<file path="src/rtl/us_pkg.sv">
// Shared definitions for the uplink frame parser: header layout, FSM states, error flag bits.
package us_pkg;

  localparam logic [15:0] SYNC_WORD_DEF = 16'hEB90;
  localparam logic [15:0] MAX_LEN_DEF   = 16'd1024;
  localparam int          CNT_W_DEF     = 32;

  localparam int HDR_SYNC_MSB = 127;
  localparam int HDR_SYNC_LSB = 112;
  localparam int HDR_ADDR_MSB = 111;
  localparam int HDR_ADDR_LSB = 88;
  localparam int HDR_LEN_MSB  = 87;
  localparam int HDR_LEN_LSB  = 72;

  typedef enum logic [1:0] {
    ST_HDR  = 2'd0,
    ST_PAY  = 2'd1,
    ST_DROP = 2'd2
  } state_e;

  localparam int ERR_HDR   = 0;
  localparam int ERR_TRUNC = 1;
  localparam int ERR_OVR   = 2;
  localparam int ERR_RUNT  = 3;

  function automatic logic len_legal(input logic [15:0] len, input logic [15:0] max_len);
    return (len != 16'd0) && (len <= max_len);
  endfunction

endpackage

</file>
<file path="src/rtl/us_frame_parser.sv">
// Strips uplink frame headers, forwards payload beats with the frame's cache address; optional stats (US_PARSER_STAT_EN).
// Latency: 1 cycle from accepted payload beat to us_timming_valid_o/us_timming_data_o.
// Backpressure: s_ready_o drops combinationally with dst_full_i in PAY only; HDR/DROP always accept.
module us_frame_parser
  import us_pkg::*;
#(
  parameter logic [15:0] SYNC_WORD = SYNC_WORD_DEF,
  parameter logic [15:0] MAX_LEN   = MAX_LEN_DEF,
  parameter int          CNT_W     = CNT_W_DEF
) (
  input  logic               sys_clk_i,
  input  logic               rst_n_i,
  input  logic               s_valid_i,
  output logic               s_ready_o,
  input  logic [127:0]       s_data_i,
  input  logic               s_last_i,
  input  logic               dst_full_i,
  output logic [23:0]        wr_current_cache_addr_o,
  output logic               us_timming_valid_o,
  output logic [127:0]       us_timming_data_o,
  output logic [CNT_W-1:0]   frame_ok_cnt_o,
  output logic [CNT_W-1:0]   frame_err_cnt_o,
  output logic [3:0]         err_flags_o
);

  state_e      state_q, state_d;
  logic [15:0] beat_cnt_q, beat_cnt_d;
  logic        run_q;
  logic        s_fire;
  logic        load_addr;
  logic        fwd;
  logic [3:0]  flag_set;

  logic [15:0] hdr_sync;
  logic [23:0] hdr_addr;
  logic [15:0] hdr_len;
  logic        hdr_good;

  assign hdr_sync = s_data_i[HDR_SYNC_MSB:HDR_SYNC_LSB];
  assign hdr_addr = s_data_i[HDR_ADDR_MSB:HDR_ADDR_LSB];
  assign hdr_len  = s_data_i[HDR_LEN_MSB:HDR_LEN_LSB];
  assign hdr_good = (hdr_sync == SYNC_WORD) && len_legal(hdr_len, MAX_LEN);
  assign s_fire   = s_valid_i & s_ready_o;

  always_comb begin
    state_d    = state_q;
    beat_cnt_d = beat_cnt_q;
    s_ready_o  = 1'b0;
    load_addr  = 1'b0;
    fwd        = 1'b0;
    flag_set   = 4'b0000;
    case (state_q)
      ST_HDR: begin
        s_ready_o = run_q;
        if (s_fire) begin
          if (!hdr_good) begin
            flag_set[ERR_HDR] = 1'b1;
            if (!s_last_i) state_d = ST_DROP;
          end else if (s_last_i) begin
            flag_set[ERR_RUNT] = 1'b1;
          end else begin
            load_addr  = 1'b1;
            beat_cnt_d = hdr_len;
            state_d    = ST_PAY;
          end
        end
      end
      ST_PAY: begin
        s_ready_o = run_q & ~dst_full_i;
        if (s_fire) begin
          fwd = 1'b1;
          // Counter leaves PAY at 1, so the decrement can never wrap.
          beat_cnt_d = beat_cnt_q - 16'd1;
          if (beat_cnt_q == 16'd1) begin
            if (s_last_i) begin
              state_d = ST_HDR;
            end else begin
              flag_set[ERR_OVR] = 1'b1;
              state_d = ST_DROP;
            end
          end else if (s_last_i) begin
            flag_set[ERR_TRUNC] = 1'b1;
            state_d = ST_HDR;
          end
        end
      end
      ST_DROP: begin
        s_ready_o = run_q;
        if (s_fire && s_last_i) state_d = ST_HDR;
      end
      default: state_d = ST_HDR;
    endcase
  end

  always_ff @(posedge sys_clk_i or negedge rst_n_i) begin
    if (!rst_n_i) begin
      state_q                 <= ST_HDR;
      beat_cnt_q              <= 16'd0;
      run_q                   <= 1'b0;
      wr_current_cache_addr_o <= 24'd0;
      us_timming_valid_o      <= 1'b0;
      us_timming_data_o       <= 128'd0;
      err_flags_o             <= 4'b0000;
    end else begin
      state_q            <= state_d;
      beat_cnt_q         <= beat_cnt_d;
      run_q              <= 1'b1;
      us_timming_valid_o <= fwd;
      err_flags_o        <= err_flags_o | flag_set;
      if (load_addr) wr_current_cache_addr_o <= hdr_addr;
      if (fwd)       us_timming_data_o       <= s_data_i;
    end
  end

`ifdef US_PARSER_STAT_EN
  logic ok_evt;
  logic err_evt;

  // Every header accepted with s_last_i is either a bad header or a runt, so it always ends in error.
  assign ok_evt  = s_fire && s_last_i && (state_q == ST_PAY) && (beat_cnt_q == 16'd1);
  assign err_evt = s_fire && s_last_i &&
                   ((state_q == ST_HDR) || (state_q == ST_DROP) ||
                    ((state_q == ST_PAY) && (beat_cnt_q != 16'd1)));

  always_ff @(posedge sys_clk_i or negedge rst_n_i) begin
    if (!rst_n_i) begin
      frame_ok_cnt_o  <= '0;
      frame_err_cnt_o <= '0;
    end else begin
      if (ok_evt && (frame_ok_cnt_o != {CNT_W{1'b1}}))
        frame_ok_cnt_o <= frame_ok_cnt_o + 1'b1;
      if (err_evt && (frame_err_cnt_o != {CNT_W{1'b1}}))
        frame_err_cnt_o <= frame_err_cnt_o + 1'b1;
    end
  end
`else
  assign frame_ok_cnt_o  = '0;
  assign frame_err_cnt_o = '0;
`endif

endmodule

</file>
<file path="config.mk">
export PLATFORM = sky130hd
export DESIGN_NAME = us_frame_parser
export DESIGN_NICKNAME = d
export VERILOG_FILES = /design/src/rtl/us_pkg.sv /design/src/rtl/us_frame_parser.sv
export SDC_FILE = /design/constraint.sdc
export NUM_CORES = 1
export LEC_CHECK = 0
export ABC_AREA = 1
export BUFFER_PORTS_ARGS = -buffer_cell sky130_fd_sc_hd__buf_2
export CAP_MARGIN = 0
export CORE_AREA = 2 2 136 138
export DETAILED_ROUTE_END_ITERATION = 10
export DIE_AREA = 0 0 138 140
export GPL_TIMING_DRIVEN = 0
export PLACE_DENSITY_LB_ADDON = 0.15
export SYNTH_ARGS = -nofsm -noshare
export SYNTH_HDL_FRONTEND = slang
export SYNTH_SLANG_ARGS = --single-unit
</file>
<file path="constraint.sdc">
create_clock -name sys_clk_i -period 1.8 [get_ports sys_clk_i]
set_clock_uncertainty 0.2 [all_clocks]
set_input_delay 0 -clock sys_clk_i [delete_from_list [all_inputs] [get_ports sys_clk_i]]
set_output_delay 0 -clock sys_clk_i [all_outputs]
set_load 0.05 [all_outputs]
</file>
==> reports/metrics.cfg <==
[outcome]
status=finished, violations left
violations=hold timing, setup timing

[critical_path]
worst-path-max-fanout=6
startpoint=state_q[0]$_DFFE_PN0P_
critPathBufInv=3
worstPathRequired_ns=1.96
worstPathArrival_ns=1.98
crit_type=flip-flop to flip-flop
cp_cell_sequence=o21ai_2 -> and2_4 -> nand2_4 -> nor2_4 -> buf_12 -> clkbuf_16 -> clkbuf_16 -> nand2_2 -> nand2_1
r2r-start=state_q[0]$_DFFE_PN0P_
cpPeakStageDelay_ns=0.48
critPathTopFamily=simple AND/OR/NAND/NOR gates
start_kind=flip-flop
critPathSlowestCell=dfrtp_2
end_kind=flip-flop
cpMostUsedCell=clkbuf_16

[clock_tree]
worst_skew_pair.late_latency_ns=0.42
clk_pin_slew_ns=0.06
clockBufferDepth=2
cts_inserted_buffers=17
cts_root_buf=clkbuf_16
clkSinkCount=176
cts_tree=yes
h-tree-depth=4

[timing]
fmax_mhz=550
max_slew_margin=0.561
fin_crit_ns=1.82
finalCritPeriodShare=1.01
setup_viol=18
tightest_slew_ns=0.659
hold_viol_final=38
drv_slew=0
holdWs_ns=-0.0680
setup_tns_ns=-0.117
setup_slack_ns=-0.0186
rsz0062_at_grt=yes

[yosys]
synth_seq_area_share=0.523
ys_types=29
ys.flop_type=dfrtp_1
syn_inst=1031
yosys_warnings=0
avgSynthCellArea_um2=8.17
synth_area_um2=8430
ys_ff_latch=176
async_reset_ff_frac=1.00
synth_edf_count=0

[placed_design]
gp_congestion=0.910
pre_cts_slack_ns=-0.176
port_buffers=290
placed_cells=1614
hpwl_um=19000

[route]
vias_per_cell=4.86
wl_um=29100
dr.pass1.iters=5
wl_per_cell_um=16.1
drc=0
via_count=8745
drtIter0Drc=467
final_antenna_net_count=0

[die]
coreArea_um2=17800
start_util=0.474
die_h_um=140
fp.dieW_um=138
rows=49
pin_count=355
die_area_um2=19300

[finish]
final_nets=1696
multi_input_area_um2=3520
area_growth_pct=56.1
drive_gt1_frac=0.335
nFillCells=1304
ff_latch_area_um2=4410
instances_no_fill=1801
utilization=0.740
num_antenna_cells=0

[run]
cap_viol_max_count=0

[global_routing]
grt_pass1_wl_um=44300
grt_pass1_vias=8474
gr-total-overflow=0
grt_use_total=0.287
grt_max_degree=94
antenna_found_initial=0

[power]
power_frac_comb=0.217
switchingPower_mw=3.26
p_leak_nw=7.54
p_clk_frac=0.373
cellInternalPower_mw=7.40
max-vdd-ir-drop_mv=0.683
seqPwrFrac=0.410
power_density_nw_per_um2=811
swShare=0.306

[hold_path]
hold_path.class=primary input to asynchronous set/reset pin

-- cells by family (layout without fill, tap and decap cells) --
family,Yosys count,after routing,share of synthesized area
compound gates,173,173,0.115
fa+ha+maj,2,2,0.00297
buf+inv,169,646,0.114
flops,176,176,0.523
other cells,2,65,0.000891
simple gates,509,510,0.244
-- registers in the layout, indices dropped and copies added (netlist names) --
signal and cells:
beat_cnt_q 16, err_flags_o 4, run_q 1, state_q 2, us_timming_data_o 128, us_timming_valid_o 1
wr_current_cache_addr_o 24
-- worst paths after layout --
check,slack [ns],end,depth (start not counted)
min reg2reg,0.26,err_flags_o[2]$_DFF_PN0_,1
max in group asynchronous,0.42,us_timming_data_o[27]$_DFFE_PN0P_,3
min in group sys_clk_i,0,wr_current_cache_addr_o[23]$_DFFE_PN0P_,7
min,-0.07,us_timming_data_o[17]$_DFFE_PN0P_,2
max reg2reg,-0.02,us_timming_data_o[105]$_DFFE_PN0P_,9
max,-0.02,us_timming_data_o[105]$_DFFE_PN0P_,9
-- per-stage QoR --
step                      total power, mW  instance area (µm²)  hold slack (ns)
after floorplan                      5.68                 8660           -0.496
after global placement               6.20                10400         0.000206
after detailed placement             6.23                10400           -0.162
after CTS                            10.5                12600          -0.0353
after global routing                 11.1                13200         -0.00386
final                                10.7                13200          -0.0680
-- power groups by stage --
stage                     logic [mW]  clock network, mW  registers, mW
after floorplan                 1.31                  0           4.36
after global routing            2.56               4.18           4.39
after detailed placement        1.80                  0           4.43
after global placement          1.78                  0           4.43
after CTS                       2.11               4.03           4.35
final                           2.31               3.98           4.37
-- area by class of cell --
class	instances	area share
Sequential cell	176	0.335
Multi-Input combinational cell	750	0.267
Timing Repair Buffer	448	0.242
Buffer	117	0.0711
Clock buffer	19	0.0337
Tap cell	229	0.0218
Inverter	51	0.0151
Clock inverter	11	0.0136
-- repair_timing --
item,4_1_cts,5_1_grt
endpoints found under the setup margin,148,168
hold buffers,132,3
resized for setup,68,107
pin swaps,4,10
hold endpoints to repair,349,7
buffers inserted,5,8
gates cloned,2,10
-- per-layer routing --
layer  wire (µm)  share of wire  up-vias  GRT usage
met5           0              0        -          0
met4        1240          0.043        0      0.131
met3        2000          0.069       86     0.0568
met2       14100           0.49      400      0.478
met1       11700           0.40     4062      0.364
li1            -              -     4197          -
-- synth_stat cells (9+ instances only) --
| master | n | share of area |
|---|---|---|
| inv_1 | 48 | 0.021 |
| clkbuf_1 | 15 | 0.0067 |
| buf_4 | 68 | 0.061 |
| nand2_1 | 389 | 0.17 |
| nor2_1 | 53 | 0.024 |
| o21ai_0 | 126 | 0.075 |
| dfrtp_1 | 176 | 0.52 |
| buf_2 | 30 | 0.018 |
| o21bai_1 | 27 | 0.024 |
| o21a_1 | 9 | 0.0080 |
| nand3_1 | 52 | 0.031 |
-- placed cells by master (no fill, tap or decap), drive strengths merged, types with 2 or more instances in the layout --
| master | n |
|---|---|
| a31oi | 3 |
| nand3 | 54 |
| nor2 | 57 |
| clkinvlp | 2 |
| bufinv | 4 |
| conb | 65 |
| clkbuf | 41 |
| ha | 2 |
| dlygate4sd3 | 134 |
| o21bai | 27 |
| o21a | 9 |
| o21ai | 127 |
| inv | 56 |
| dfrtp | 176 |
| or2 | 2 |
| nand2 | 393 |
| a21oi | 5 |
| buf | 408 |
(Power assumes the default switching activity.)
